$ cat src/rtl/hidamari_pkg.sv
// Shared types and defaults for the hidamari core front end.
package hidamari_pkg;

    localparam int          ADDR_WIDTH_DEF = 32;
    localparam int          DATA_WIDTH_DEF = 32;
    localparam logic [31:0] NOP_INST_DEF   = 32'h0000_0013;

    typedef enum logic [1:0] {
        S_REQ  = 2'd0,
        S_WAIT = 2'd1,
        S_DROP = 2'd2
    } ifetch_state_e;

endpackage

$ cat src/rtl/ifetch_unit.sv
// Instruction fetch: one outstanding bus read, instruction valid two cycles after grant.
// Stalls (no request, PC held) while the decode slot is full and not being consumed.
module ifetch_unit
    import hidamari_pkg::*;
#(
    parameter int                    ADDR_WIDTH = ADDR_WIDTH_DEF,
    parameter int                    DATA_WIDTH = DATA_WIDTH_DEF,
    parameter logic [DATA_WIDTH-1:0] NOP_INST   = NOP_INST_DEF
) (
    input  logic                  clk,
    input  logic                  rst,
    input  logic [ADDR_WIDTH-1:0] pc_in,
    input  logic                  jump_flag_in,
    output logic                  pc_hold_flag_out,
    output logic                  ibus_req_out,
    output logic [ADDR_WIDTH-1:0] ibus_addr_out,
    input  logic                  ibus_gnt_in,
    input  logic                  ibus_rvalid_in,
    input  logic [DATA_WIDTH-1:0] ibus_rdata_in,
    output logic                  inst_valid_out,
    output logic [DATA_WIDTH-1:0] inst_out,
    output logic [ADDR_WIDTH-1:0] inst_addr_out,
    input  logic                  id_ready_in
);

    ifetch_state_e         state_q, state_d;
    logic [ADDR_WIDTH-1:0] pend_addr_q, pend_addr_d;
    logic                  inst_vld_q, inst_vld_d;
    logic [DATA_WIDTH-1:0] inst_q, inst_d;
    logic [ADDR_WIDTH-1:0] inst_addr_q, inst_addr_d;
    logic                  slot_free;
    logic                  load;

    assign slot_free = !inst_vld_q || id_ready_in;

    // pc_in is stale during a jump cycle, so no request may go out then.
    assign ibus_req_out     = !rst && (state_q == S_REQ) && !jump_flag_in && slot_free;
    assign ibus_addr_out    = pc_in;
    assign pc_hold_flag_out = !(ibus_req_out && ibus_gnt_in);

    always_comb begin
        state_d     = state_q;
        pend_addr_d = pend_addr_q;
        load        = 1'b0;
        case (state_q)
            S_REQ: begin
                if (ibus_req_out && ibus_gnt_in) begin
                    state_d     = S_WAIT;
                    pend_addr_d = pc_in;
                end
            end
            S_WAIT: begin
                if (ibus_rvalid_in) begin
                    state_d = S_REQ;
                    load    = !jump_flag_in;
                end else if (jump_flag_in) begin
                    state_d = S_DROP;
                end
            end
            S_DROP: begin
                if (ibus_rvalid_in) begin
                    state_d = S_REQ;
                end
            end
            default: state_d = S_REQ;
        endcase
    end

    // Load wins over consume; a jump squashes whatever the slot holds.
    always_comb begin
        inst_vld_d  = inst_vld_q;
        inst_d      = inst_q;
        inst_addr_d = inst_addr_q;
        if (load) begin
            inst_vld_d  = 1'b1;
            inst_d      = ibus_rdata_in;
            inst_addr_d = pend_addr_q;
        end else if (jump_flag_in || (inst_vld_q && id_ready_in)) begin
            inst_vld_d = 1'b0;
            inst_d     = NOP_INST;
        end
    end

    always_ff @(posedge clk or posedge rst) begin
        if (rst) begin
            state_q     <= S_REQ;
            pend_addr_q <= '0;
            inst_vld_q  <= 1'b0;
            inst_q      <= NOP_INST;
            inst_addr_q <= '0;
        end else begin
            state_q     <= state_d;
            pend_addr_q <= pend_addr_d;
            inst_vld_q  <= inst_vld_d;
            inst_q      <= inst_d;
            inst_addr_q <= inst_addr_d;
        end
    end

    assign inst_valid_out = inst_vld_q;
    assign inst_out       = inst_q;
    assign inst_addr_out  = inst_addr_q;

endmodule
$ cat config.mk
export PLATFORM = sky130hd
export DESIGN_NAME = ifetch_unit
export DESIGN_NICKNAME = d
export VERILOG_FILES = /design/src/rtl/hidamari_pkg.sv /design/src/rtl/ifetch_unit.sv
export SDC_FILE = /design/constraint.sdc
export NUM_CORES = 1
export LEC_CHECK = 0
export BUFFER_PORTS_ARGS = -buffer_cell sky130_fd_sc_hd__buf_2
export CORE_MARGIN = 1.5
export CORE_UTILIZATION = 45
export DETAILED_ROUTE_END_ITERATION = 7
export GPL_TIMING_DRIVEN = 0
export PLACE_DENSITY = 0.87
export SLEW_MARGIN = 30
export SYNTH_ARGS = -nofsm -noshare
export SYNTH_HDL_FRONTEND = slang
export SYNTH_SLANG_ARGS = --single-unit
$ cat constraint.sdc
create_clock -name clk -period 3.8 [get_ports clk]
set_input_delay 0.76 -clock clk [delete_from_list [all_inputs] [get_ports clk]]
set_output_delay 0.76 -clock clk [all_outputs]
set_load 0.02 [all_outputs]
* Word level (Yosys, flattened, before mapping)
Cells that the tools add are included.
Word-level totals: memories 0, bits in read-only memories 0, bits in writable memories 0, input port bits 70, flip-flop bits (word level) 99, output and inout port bits 99, latch bits 0, logic and storage cells 36
Operators by class: bitwise operators 0, shift operators 0, $mul 0, $lt $le $gt $ge 0, muxes and demuxes 11, div/mod/pow operators 0, add/sub/neg operators 0, reduce and logical (&&, ||, !) cells 15, equality and inequality tests 5
Operator list (number):
- 32-bit two-way mux | 2
- 2-bit two-way mux | 4
- 2-bit case mux with 3 select lines | 1
- 1-bit logical AND | 5
- 1-bit logical NOT | 4
- 1-bit two-way mux | 4
- 3-bit inequality test, second input constant | 1
- 3-bit AND reduction | 1
- 2-bit by 1-bit == test with 1-bit output, second input constant | 1
- 2-bit == test, second input constant | 1
- 2-bit logical NOT | 1
- 1-bit logical OR | 2
- 2-bit by 1-bit inequality test with 1-bit output, second input constant | 1
- 2-bit inequality test, second input constant | 1
- 2-bit AND reduction | 1
- 2-bit nonzero test | 1

* Longest topological paths before layout
depth in word-level cells 7, mapped depth 5

* Worst setup path after synthesis
No wires, ideal clock.
kind input to output, start in jump_flag_in, end out pc_hold_flag_out, arrival time 1.407 ns, slack 1.633 ns, stages on the path 3, cells stage by stage nor4_4 > nand3_4 > buf_6
On the way: cells in the longest elaborated chain, start to end 5
Ends and longest elaborated chain:
- start: declaration | RTL line ifetch_unit.sv:13 | input logic jump_flag_in,
- 1-bit logical NOT | RTL line ifetch_unit.sv:37 | assign ibus_req_out = !rst && (state_q == S_REQ) && !jump_flag_in && slot_free;
- 1-bit logical AND (2 in a row) | RTL line ifetch_unit.sv:37
- 1-bit logical AND | RTL line ifetch_unit.sv:39 | assign pc_hold_flag_out = !(ibus_req_out && ibus_gnt_in);
- 1-bit logical NOT | RTL line ifetch_unit.sv:39
- end: declaration | RTL line ifetch_unit.sv:14 | output logic pc_hold_flag_out,
Every way passes these cells.

* Worst setup path after layout
Same ends and word-level chain as after synthesis.

==> flow_metrics.env <==
export IMPL_run_status="complete, no violations"
export IMPL_critPathLaunch="jump_flag_in"
export IMPL_insertedDiodeCount=0
export IMPL_cts_sink_count=99
export IMPL_synth_top_cells_by_area="sky130_fd_sc_hd__dfrtp_1 59%, sky130_fd_sc_hd__mux2_4 10%, sky130_fd_sc_hd__mux2_2 10%"
export IMPL_muxShareOfSynthArea_pct=20.4
export IMPL_synth_warning_count=0
export IMPL_kind_of_critical_path="in -> out"
export IMPL_simple_gate_portion_of_the_synthesized_area_pct=2.50
export IMPL_drv_slew=0
export IMPL_postLayoutCellArea_sq_mm=0.00525
export IMPL_synth_top_family_by_area="multiplexers"
export IMPL_synthesized_area_divided_by_synthesized_cell_count_sq_um=15.8
export IMPL_starting_utilization_of_the_core_area_pct=46.5
export IMPL_cts_repair_resized=0
export IMPL_cp_slowest_stage_delay_ns=0.35
export IMPL_antenna_violating_nets_post_route=0
export IMPL_clockRootBuffer="sky130_fd_sc_hd__clkbuf_8"
export IMPL_timing_reg2reg_setup_slack_ns=2.12
export IMPL_rr_endpoint="inst_addr_out[29]$_DFFE_PP0P_"
export IMPL_finalSetupViolCount=0
export IMPL_layout_cells_most_common="sky130_fd_sc_hd__buf_2"
export IMPL_critPathRequiredTime_ns=3.04
export IMPL_global_route_wire_length_before_repair_mm=13.4
export IMPL_htreeDepth=3
export IMPL_grt_overflow=0
export IMPL_layout_area_overhead_vs_synth_pct=29.5
export IMPL_postCtsHoldBufs=0
export IMPL_timing_slew_headroom_pct=72.0
export IMPL_clock_path_buffers=2
export IMPL_netlist_cell_type_count=25
export IMPL_detail_route_wirelength_mm=8.19
export IMPL_worst_setup_hold_path_clk_slew_ns=0.10
export IMPL_syn_area_sq_mm=0.00406
export IMPL_detailroute_via_count=2666
export IMPL_wl_per_cell_microns=14.9
export IMPL_clock_skew_final_ns=0.0168
export IMPL_initialDrtViolationCount=64
export IMPL_power_leakage_nw=2.86
export IMPL_floorplan_core_area_sq_mm=0.00872
export IMPL_grt_setup_unrepaired="no"
export IMPL_cap_violations=0
export IMPL_worstSetupEndpoint="pc_hold_flag_out"
export IMPL_vias_per_cell=4.85
export IMPL_cpMaxStageDelayCell="sky130_fd_sc_hd__nor4_4"
export IMPL_die_area_sq_mm=0.00959
export IMPL_die_h_microns=97.9
export IMPL_ys_seq_area_share_pct=61.2
export IMPL_total_setup_buffers_inserted_after_cts=0
export IMPL_setup_worst_path_end_class="output port"
export IMPL_signal_arrival_time_at_the_worst_endpoint_ns=1.82
export IMPL_ioPinCount=169
export IMPL_synth_top_cell_by_area="sky130_fd_sc_hd__dfrtp_1"
export IMPL_hold_path_class="in -> async"
export IMPL_min_period_over_period_pct=67.9
export IMPL_power_per_cell_area_mw_per_mm2=546
export IMPL_tightest_slew_ns=0.420
export IMPL_number_of_input_and_output_port_buffers_inserted=168
export IMPL_maximum_number_of_pins_on_one_net_before_global_route_repair=55
export IMPL_placementRows=34
export IMPL_vdd_ir_max_mv=0.264
export IMPL_path_cells="buf_2 > nor4_4 > nand3_4 > buf_6 > buf_2"
export IMPL_num_nets_final=507
export IMPL_synthesis_nets=327
export IMPL_tritoncts="done"
export IMPL_crit_path_frequent_cell="sky130_fd_sc_hd__buf_2"
export IMPL_synth_seq_cells=99
export IMPL_layout_cells_sized_above_1_pct=67.6
export IMPL_finalHoldViolCount=0
export IMPL_maxClockFrequency_mhz=388
export IMPL_post_dp_cell_area_sq_mm=0.00506
export IMPL_timing_reg2reg_worst_path_depth=5
export IMPL_finalSetupTns_ns=0
export IMPL_gp_congestion=0.733
export IMPL_timing_rr_start="state_q[1]$_DFFE_PP0P_"
export IMPL_postSynthCellCount=257
export IMPL_finalWorstPathRequiredPeriod_ns=2.58
export IMPL_clk_latency_ns=0.35
export IMPL_post_synth_xor_area_fraction_pct=0
export IMPL_layout_cells_most_common_list="174 x sky130_fd_sc_hd__buf_2, 96 x sky130_fd_sc_hd__dfrtp_1, 36 x sky130_fd_sc_hd__mux2_2"
export IMPL_synth_top_cell_area_share_pct=59.2
export IMPL_grt_pass1_vias=2742
export IMPL_die_w_microns=97.9
export IMPL_yosys_area_share_adder_pct=0
export IMPL_crit_path_max_fanout=10
export IMPL_dp_hpwl_mm=6.07
export IMPL_synth_compound_area_share_pct=7.74
export IMPL_first_pass_iters=4
export IMPL_crit_path_start_kind="input pin"
export IMPL_cts_inserted_buffers=9
export IMPL_grt_antenna_before_repair=0
export IMPL_global_route_usage_total_pct=17.6
export IMPL_drc=0
sequential cells by signal, summed over array words and instances, names as in the netlist:
register	flops
inst_addr_out	32
inst_out	32
pend_addr_q	32
state_q	2
inst_valid_out	1
power breakdown:
| group | internal (mW) | switching (mW) | leakage (nW) | total, mW |
|---|---|---|---|---|
| Sequential | 1.29 | 0.119 | 1.25 | 1.41 |
| Combinational | 0.397 | 0.427 | 1.52 | 0.825 |
| Clock | 0.279 | 0.352 | 0.0932 | 0.631 |
worst min path at each step:
stage | startpoint | endpoint
final | rst | pend_addr_q[1]$_DFFE_PP0P_
after global routing | rst | pend_addr_q[1]$_DFFE_PP0P_
after CTS | rst | inst_addr_out[1]$_DFFE_PP0P_
after detailed placement | inst_out[12]$_DFFE_PP0P_ | inst_out[12]$_DFFE_PP0P_
after global placement | inst_out[12]$_DFFE_PP0P_ | inst_out[12]$_DFFE_PP0P_
after floorplan | pend_addr_q[27]$_DFFE_PP0P_ | inst_addr_out[27]$_DFFE_PP0P_
cells by family (layout without fill, tap and decap cells):
logic type      count (synthesis)  count (layout)
mux                            64              64
simple gates                   11              11
compound gates                 37              37
buf+inv                        46             231
flops                          99              99
Yosys cell counts:
master	instances
sky130_fd_sc_hd__nor2b_1	1
sky130_fd_sc_hd__buf_6	3
sky130_fd_sc_hd__mux2_4	28
sky130_fd_sc_hd__mux2_2	36
sky130_fd_sc_hd__o22a_1	3
sky130_fd_sc_hd__nand2b_1	2
sky130_fd_sc_hd__a221o_1	1
sky130_fd_sc_hd__nor2b_4	1
sky130_fd_sc_hd__nand2_1	1
sky130_fd_sc_hd__dfrtp_1	96
sky130_fd_sc_hd__dfstp_2	3
sky130_fd_sc_hd__and3b_1	1
sky130_fd_sc_hd__a221oi_1	1
sky130_fd_sc_hd__nor2_1	1
sky130_fd_sc_hd__buf_2	6
sky130_fd_sc_hd__and2_1	1
sky130_fd_sc_hd__inv_1	1
sky130_fd_sc_hd__buf_4	35
sky130_fd_sc_hd__nand3b_1	1
sky130_fd_sc_hd__nand3_4	1
sky130_fd_sc_hd__a21oi_1	2
sky130_fd_sc_hd__clkbuf_1	1
sky130_fd_sc_hd__nor4_4	1
sky130_fd_sc_hd__o21ai_0	1
sky130_fd_sc_hd__a22o_1	29
through the flow:
step | power [mW] | util, % | worst slack [ns] | std cells | hold WS [ns]
4_1_cts | 2.91 | 60.2 | 1.19 | 550 | 0.447
3_3_place_gp | 2.23 | 57.7 | -0.498 | 533 | 0.479
3_5_place_dp | 2.27 | 58.1 | 1.19 | 534 | 0.478
5_1_grt | 3.04 | 60.2 | 1.15 | 550 | 0.446
2_1_floorplan | 1.96 | - | 0.455 | 257 | 0.474
6_report | 2.87 | 60.2 | 1.22 | 550 | 0.439
critical path: cells and delay by family:
kind                   cells  cell delay (ns)
AND/OR/NAND/NOR            2             0.54
buffers and inverters      3             0.51
routing by layer:
metal	global-route usage, %	vias to the layer above	routed length [microns]
met5	0	-	0
met4	3.96	0	42
met3	5.44	4	618
met2	29.5	113	4150
met1	22.4	1307	3390
li1	-	1242	-
final cells by class:
cell class	instances	area [sq um]
Multi-Input combinational cell	112	1240
Clock inverter	4	33.8
Timing Repair Buffer	169	868
Clock buffer	12	155
Tap cell	108	135
Inverter	1	8.76
Sequential cell	99	2480
Fill cell	714	3470
Buffer	45	330
Power figures use the tool's default switching activity.
